**config.mk**
```make
export PLATFORM = sky130hd
export DESIGN_NAME = operand_sel_reg
export DESIGN_NICKNAME = d
export VERILOG_FILES = /design/src/rtl/operand_sel_reg_pkg.sv /design/src/rtl/operand_sel_reg_mux_nto1.sv /design/src/rtl/operand_sel_reg.sv
export SDC_FILE = /design/constraint.sdc
export NUM_CORES = 1
export LEC_CHECK = 0
export BUFFER_PORTS_ARGS = -buffer_cell sky130_fd_sc_hd__clkbuf_2
export CAP_MARGIN = 10
export CORE_MARGIN = 5
export CORE_UTILIZATION = 41
export DETAILED_ROUTE_END_ITERATION = 8
export GPL_ROUTABILITY_DRIVEN = 0
export HOLD_SLACK_MARGIN = 0.02
export PLACE_DENSITY = 0.84
export SYNTH_ARGS = -nofsm -noshare
export SYNTH_HDL_FRONTEND = slang
export SYNTH_SLANG_ARGS = --single-unit
```
**constraint.sdc**
```tcl
create_clock -name clk -period 3.4 [get_ports clk]
set_input_delay 0 -clock clk [delete_from_list [all_inputs] [get_ports clk]]
set_output_delay 0 -clock clk [all_outputs]
set_load 0.03 [all_outputs]
```
**src/rtl/operand_sel_reg_pkg.sv**
```systemverilog
// Shared constants for the EX-stage operand selector: forwarding select codes,
// default bus width and the saturating error-counter helper.
package operand_sel_reg_pkg;

  typedef enum logic [1:0] {
    FWD_RF    = 2'd0,
    FWD_EXMEM = 2'd1,
    FWD_MEMWB = 2'd2,
    FWD_IMM   = 2'd3
  } fwd_sel_e;

  localparam int DEFAULT_BUS_SIZE = 32;
  localparam int ERR_CNT_W        = 8;

  function automatic logic [ERR_CNT_W-1:0] sat_inc(input logic [ERR_CNT_W-1:0] v);
    return (v == {ERR_CNT_W{1'b1}}) ? v : v + {{(ERR_CNT_W-1){1'b0}}, 1'b1};
  endfunction

endpackage

```
**src/rtl/operand_sel_reg_mux_nto1.sv**
```systemverilog
// Combinational N-to-1 bus selector; out-of-range selects return input 0 and raise oor.
module mux_nto1 #(
  parameter int bus_size = 32,
  parameter int N_INPUTS = 4,
  parameter int SEL_W    = 2
) (
  input  logic [N_INPUTS*bus_size-1:0] in_bus,
  input  logic [SEL_W-1:0]             sel,
  output logic [bus_size-1:0]          out,
  output logic                         oor
);

  localparam logic [SEL_W:0] LP_N = (SEL_W+1)'(N_INPUTS);

  always_comb begin
    oor = ({1'b0, sel} >= LP_N);
    out = in_bus[0 +: bus_size];
    for (int i = 1; i < N_INPUTS; i++) begin
      if (sel == i[SEL_W-1:0]) out = in_bus[i*bus_size +: bus_size];
    end
  end

endmodule

```
**src/rtl/operand_sel_reg.sv**
```systemverilog
// Registered N-to-1 operand selector with stall/flush and out-of-range flag.
// Optional saturating error counter on port err_cnt when OPSEL_ERR_CNT_EN is defined.
module operand_sel_reg
  import operand_sel_reg_pkg::*;
#(
  parameter int bus_size = DEFAULT_BUS_SIZE,
  parameter int N_INPUTS = 4,
  parameter int SEL_W    = 2
) (
  input  logic                         clk,
  input  logic                         reset,
  input  logic [N_INPUTS*bus_size-1:0] in_bus,
  input  logic [SEL_W-1:0]             sel,
  input  logic                         in_valid,
  input  logic                         stall,
  input  logic                         flush,
  output logic [bus_size-1:0]          out,
  output logic                         out_valid,
  output logic                         sel_err
`ifdef OPSEL_ERR_CNT_EN
  ,output logic [ERR_CNT_W-1:0]        err_cnt
`endif
);

  if ((2**SEL_W) < N_INPUTS || N_INPUTS < 2 || N_INPUTS > 16) begin : g_param_err
    $error("operand_sel_reg: need 2 <= N_INPUTS <= 16 and 2**SEL_W >= N_INPUTS");
  end

  logic [bus_size-1:0] w_mux_out;
  logic                w_oor;
  logic                w_load;
  logic [bus_size-1:0] r_out;
  logic                r_valid;
  logic                r_err;

  mux_nto1 #(
    .bus_size (bus_size),
    .N_INPUTS (N_INPUTS),
    .SEL_W    (SEL_W)
  ) u_mux (
    .in_bus (in_bus),
    .sel    (sel),
    .out    (w_mux_out),
    .oor    (w_oor)
  );

  assign w_load = !flush && !stall;

  // Priority: reset > flush > stall > load.
  always_ff @(posedge clk) begin
    if (reset) begin
      r_out   <= '0;
      r_valid <= 1'b0;
      r_err   <= 1'b0;
    end else if (flush) begin
      r_out   <= '0;
      r_valid <= 1'b0;
      r_err   <= 1'b0;
    end else if (w_load) begin
      r_out   <= w_mux_out;
      r_valid <= in_valid;
      r_err   <= w_oor & in_valid;
    end
  end

  assign out       = r_out;
  assign out_valid = r_valid;
  assign sel_err   = r_err;

`ifdef OPSEL_ERR_CNT_EN
  logic [ERR_CNT_W-1:0] r_err_cnt;

  // Counts edges that load a new error; flush and stall leave it alone.
  always_ff @(posedge clk) begin
    if (reset) begin
      r_err_cnt <= '0;
    end else if (w_load && w_oor && in_valid) begin
      r_err_cnt <= sat_inc(r_err_cnt);
    end
  end

  assign err_cnt = r_err_cnt;
`endif

endmodule

```
* After elaboration in Yosys (flattened, before gate mapping) *
Cells that the tools add are included.

storage, ports and cells
  bits in registers = 33
  bits in latches = 0
  bits in writable memories = 0
  bits in read-only memories = 0
  bits of input ports = 135
  output and inout bits = 34
  word-level logic and storage cells = 12
  memories = 0

cells by class
  add/subtract/negate cells = 0
  $mul = 0
  div/mod/pow operators = 0
  $lt $le $gt $ge = 0
  eq/ne operators = 3
  shift operators = 0
  multiplexer cells = 3
  bitwise gates (word level) = 0
  reductions and logical operators = 4

operators with widths
  operator                                             number
  2-to-1 mux 32 bit                                    3
  equality test 2 bit, second input constant           2
  equality test 2 x 1 -> 1 bit, second input constant  1
  zero test 1 bit                                      2
  OR reduction 2 bit                                   1
  logical AND 1 bit                                    1

* Depth between registers and ports, before layout *
  depth in word-level cells = 4
  mapped depth = 5
  depth with buffers taken out = 3

* By module *
From an unflattened synthesis, not the netlist that was laid out.

unflattened totals
  cells, all modules = 153
  area total of the unflattened synthesis = 2083.2 um^2

by module, submodules not included
  module           times used  cells an instance  area each (um^2)  seq. area each (um^2)
  operand_sel_reg  1           112                1257.5            680.7
  mux_nto1         1           41                 825.8             0.0

* Worst setup path after synthesis *
No wires, ideal clock.

  path kind = input-to-reg
  start = input sel[0]
  end = register r_out[11] (netlist: out[11])
  arrival = 1.016 ns
  data required time = 3.342 ns
  path slack = 2.327 ns
  stages = 5
  path buffers = 2
  cell sequence = or4_4 -> buf_6 -> buf_8 -> o22ai_1 -> a21o_1

between the ends
  cells in the longest elaborated chain, start to end = 4
  elaborated cells between the ends (all ways) = 6
  those cells by class = eq/ne: 3; mux: 3

ends and longest elaborated chain
  item                            RTL line                        source
  start: declaration              operand_sel_reg.sv:13           input logic [SEL_W-1:0] sel,
  equality test 2 x 1 -> 1 bit    operand_sel_reg_mux_nto1.sv:19  if (sel == i[SEL_W-1:0]) out = in_bus[i*bus_size +: bus_size];
  2-to-1 mux 32 bit (2 in a row)  operand_sel_reg_mux_nto1.sv:19
  2-to-1 mux 32 bit *             operand_sel_reg_mux_nto1.sv:19
  end signal: assignment          operand_sel_reg.sv:60           r_out <= w_mux_out;
  end: declaration                operand_sel_reg.sv:32           logic [bus_size-1:0] r_out;

Every way passes the cells marked *; elsewhere a longest branch is shown, timed or not.
A chain may end at the register's enable or synchronous reset.

* Final worst setup path *
  start = input reset
  end = register r_out[15] (netlist: out[15])

between the ends
  cells in the longest elaborated chain, start to end = 1

ends and longest elaborated chain
  item                                 RTL line               source
  start: declaration                   operand_sel_reg.sv:11  input logic reset,
  OR reduction 2 bit (no source line)  --

Every way passes these cells.

==> flow_summary_export.csv <==
group,metric,value,unit
sta,final_max_slew_viol_count,0,
critical_path,setup.reg_to_reg.worst_slack,2.25,ns
sta,fin_setup_tns,0,ns
synthesis,synth_largest_area_cell,"dfxtp_1",
finish,mostFrequentLayoutCell,"clkbuf_2",
die,placementRows,25,
status,status,"complete, no violations",
critical_path,cp.arrival,2.10,ns
power_and_ir_drop,ir_drop,190,uV
global_route,grt_pass1_vias,2039,
clock_tree,path_clk_slew,0.06,ns
routing,viasPerCell,5.11,
synthesis,syn_area,0.00192,mm^2
critical_path,worstPathMaxFanout,32,
global_route,antenna_found_initial,0,
routing,topRoutingLayerUsed,"met4",
routing,wl_per_cell,13.8,um
clock_tree,clockBufferDepth,2,
synthesis,syn_inst,186,
critical_path,start_kind,"input port",
die,die_h,78.5,um
finish,antennaDiodeCount,0,
die,fp.coreArea,0.00463,mm^2
synthesis,yosysWarnings,0,
clock_tree,ctsHtreeMaxLevel,2,
sta,setup_viol,0,
critical_path,crit_type,"in2reg",
routing,wirelength,5.50,mm
critical_path,cp-startpoint,"reset",
synthesis,synth.top_cell.area_share,34.3,%
critical_path,r2r_start,"out_valid",
sta,period_share,55.2,%
finish,final_cell_mix,"clkbuf_2, mux2i_1, dfxtp_1",
sta,hold_violations,0,
routing,wl_met1,1.93,mm
routing,first_pass_iters,4,
die,start_util,41.6,%
clock_tree,numCtsBuffers,5,
synthesis,syn_area_per_cell,10.3,um^2
sta,finClkSkew,0,ns
global_route,grt.total_usage,17.0,%
routing,route.met2.wl,2.94,mm
critical_path,cp_data_required_time,3.62,ns
global_route,grt-ovfl-total,0,
sta,setup_ws,1.52,ns
clock_tree,clock-sinks,33,
die,fp.dieArea,0.00616,mm^2
finish,syn2layout_area_growth,46.9,%
sta,rsz0062_at_grt,"false",
sta,fmax,0.533,GHz
worst_hold_path,hp-start,"in_bus[20]",
worst_hold_path,hold_depth,3,
power_and_ir_drop,powerDensity,341,mW/mm^2
flow_run,max-cap-violations,0,
sta,relSlewSlack,29.7,%
clock_tree,clk_latency,0.28,ns
synthesis,synthTopCellsByArea,"dfxtp_1, mux2i_1, a21o_1",
routing,ant_nets,0,
worst_hold_path,min_to,"out[20]",
routing,num_vias,2037,
critical_path,critPathCaptureType,"register",
synthesis,yosysSeqAreaShare,34.3,%
finish,stdcell_area,0.00283,mm^2
place,io_buffers,167,
routing,drc,0,
place,place_area,0.00271,mm^2
die,top_level_ports,169,
critical_path,reg2reg_to,"out_valid",
die,dieWidth,78.5,um
routing,dr_wl_met3,559,um
place,post-place-ws,1.76,ns
clock_tree,cts_tree,"built",
clock_tree,post_cts_buffers,0,
finish,nNetsFinal,479,
synthesis,synth_seq_cells,33,
finish,drive_gt1_share,51.6,%
global_route,grt_first_pass_wirelength,8.61,mm
place,hpwl,4.40,mm
clock_tree,ctsRootBufferMaster,"clkbuf_8",
sta,fin_crit,1.88,ns
critical_path,reg2reg_depth,3,
worst_hold_path,min_path_type,"in2reg",
routing,first_iter_violations,48,
synthesis,ys_types,16,
global_route,grt_max_degree,65,
synthesis,syn-num-nets,321,
sta,worst_pin_slew,1.05,ns
finish,fillCellCount,400,
power_and_ir_drop,power_leakage,1.82,nW
[worst max-delay path, cell delays in order]
cell           delay, ns
dlygate4sd3_1       0.55
clkbuf_2            0.14
or4b_1              0.95
o22ai_1             0.33
a21o_1              0.12
[Yosys cell counts, drive strengths merged]
library cell and count:
mux2i 65, dfxtp 33, a21o 31, o22ai 31
buf 16, clkbuf 3, conb 1, nand2 1
nor3 1, nor3b 1, o221ai 1, or4 1
or4b 1
[cell families (layout without fill, tap and decap cells)]
| group | count (synthesis) | in the layout | synth area share [%] |
|---|---|---|---|
| muxes | 65 | 65 | 33.8 |
| DFF | 33 | 33 | 34.3 |
| and+or+nand+nor | 5 | 5 | 1.95 |
| AOI/OAI and AO/OA | 63 | 63 | 22.6 |
| other | 1 | 1 | 0.195 |
| buffers and inverters | 19 | 178 | 7.09 |
[per-layer routing]
metal	track usage, %	vias to the layer above
li1	-	1030
met1	17.2	902
met2	31.7	93
met3	6.65	12
met4	5.59	0
met5	0	-
[repair_timing]
item / in CTS / in global routing
endpoints found under the setup margin: 0 / 0
hold buffers: 2 / 0
endpoints found under the hold margin: 1 / 0
gates resized for setup: 0 / 0
[state kept, by name, summed over array words and instances, names as in the netlist]
register   flops
out           32
out_valid      1
[worst max-delay path by stage]
stage / endpoint / depth (start not counted)
after floorplan: out[11] / 5
after global placement: out[28] / 4
after detailed placement: out[15] / 4
after CTS: out[15] / 5
after global routing: out[15] / 5
final: out[15] / 5
[metrics by stage]
step | hold slack (ns) | std cells | util (%) | total power, mW
after floorplan | 0.0768 | 186 | - | 0.555
after global placement | 0.227 | 389 | 58.5 | 0.651
after detailed placement | 0.237 | 389 | 58.5 | 0.656
after CTS | 0.0212 | 399 | 61.1 | 0.978
after global routing | 0.0589 | 399 | 61.1 | 1.02
final | 0.0291 | 399 | 61.1 | 0.966
[power by group]
group	internal (mW)	switching, mW
logic	0.121	0.115
clock network	0.183	0.135
registers	0.403	0.00835
[area by class of cell]
cell class	count	area [um^2]	area share, %
clock buffers	7	96.3	3.41
clock inverters	1	5.00	0.177
multi-input cells	134	1130	40.0
flip-flops and latches	33	661	23.4
well taps	54	67.6	2.39
repair buffers	170	866	30.6
(Power assumes the default switching activity.)
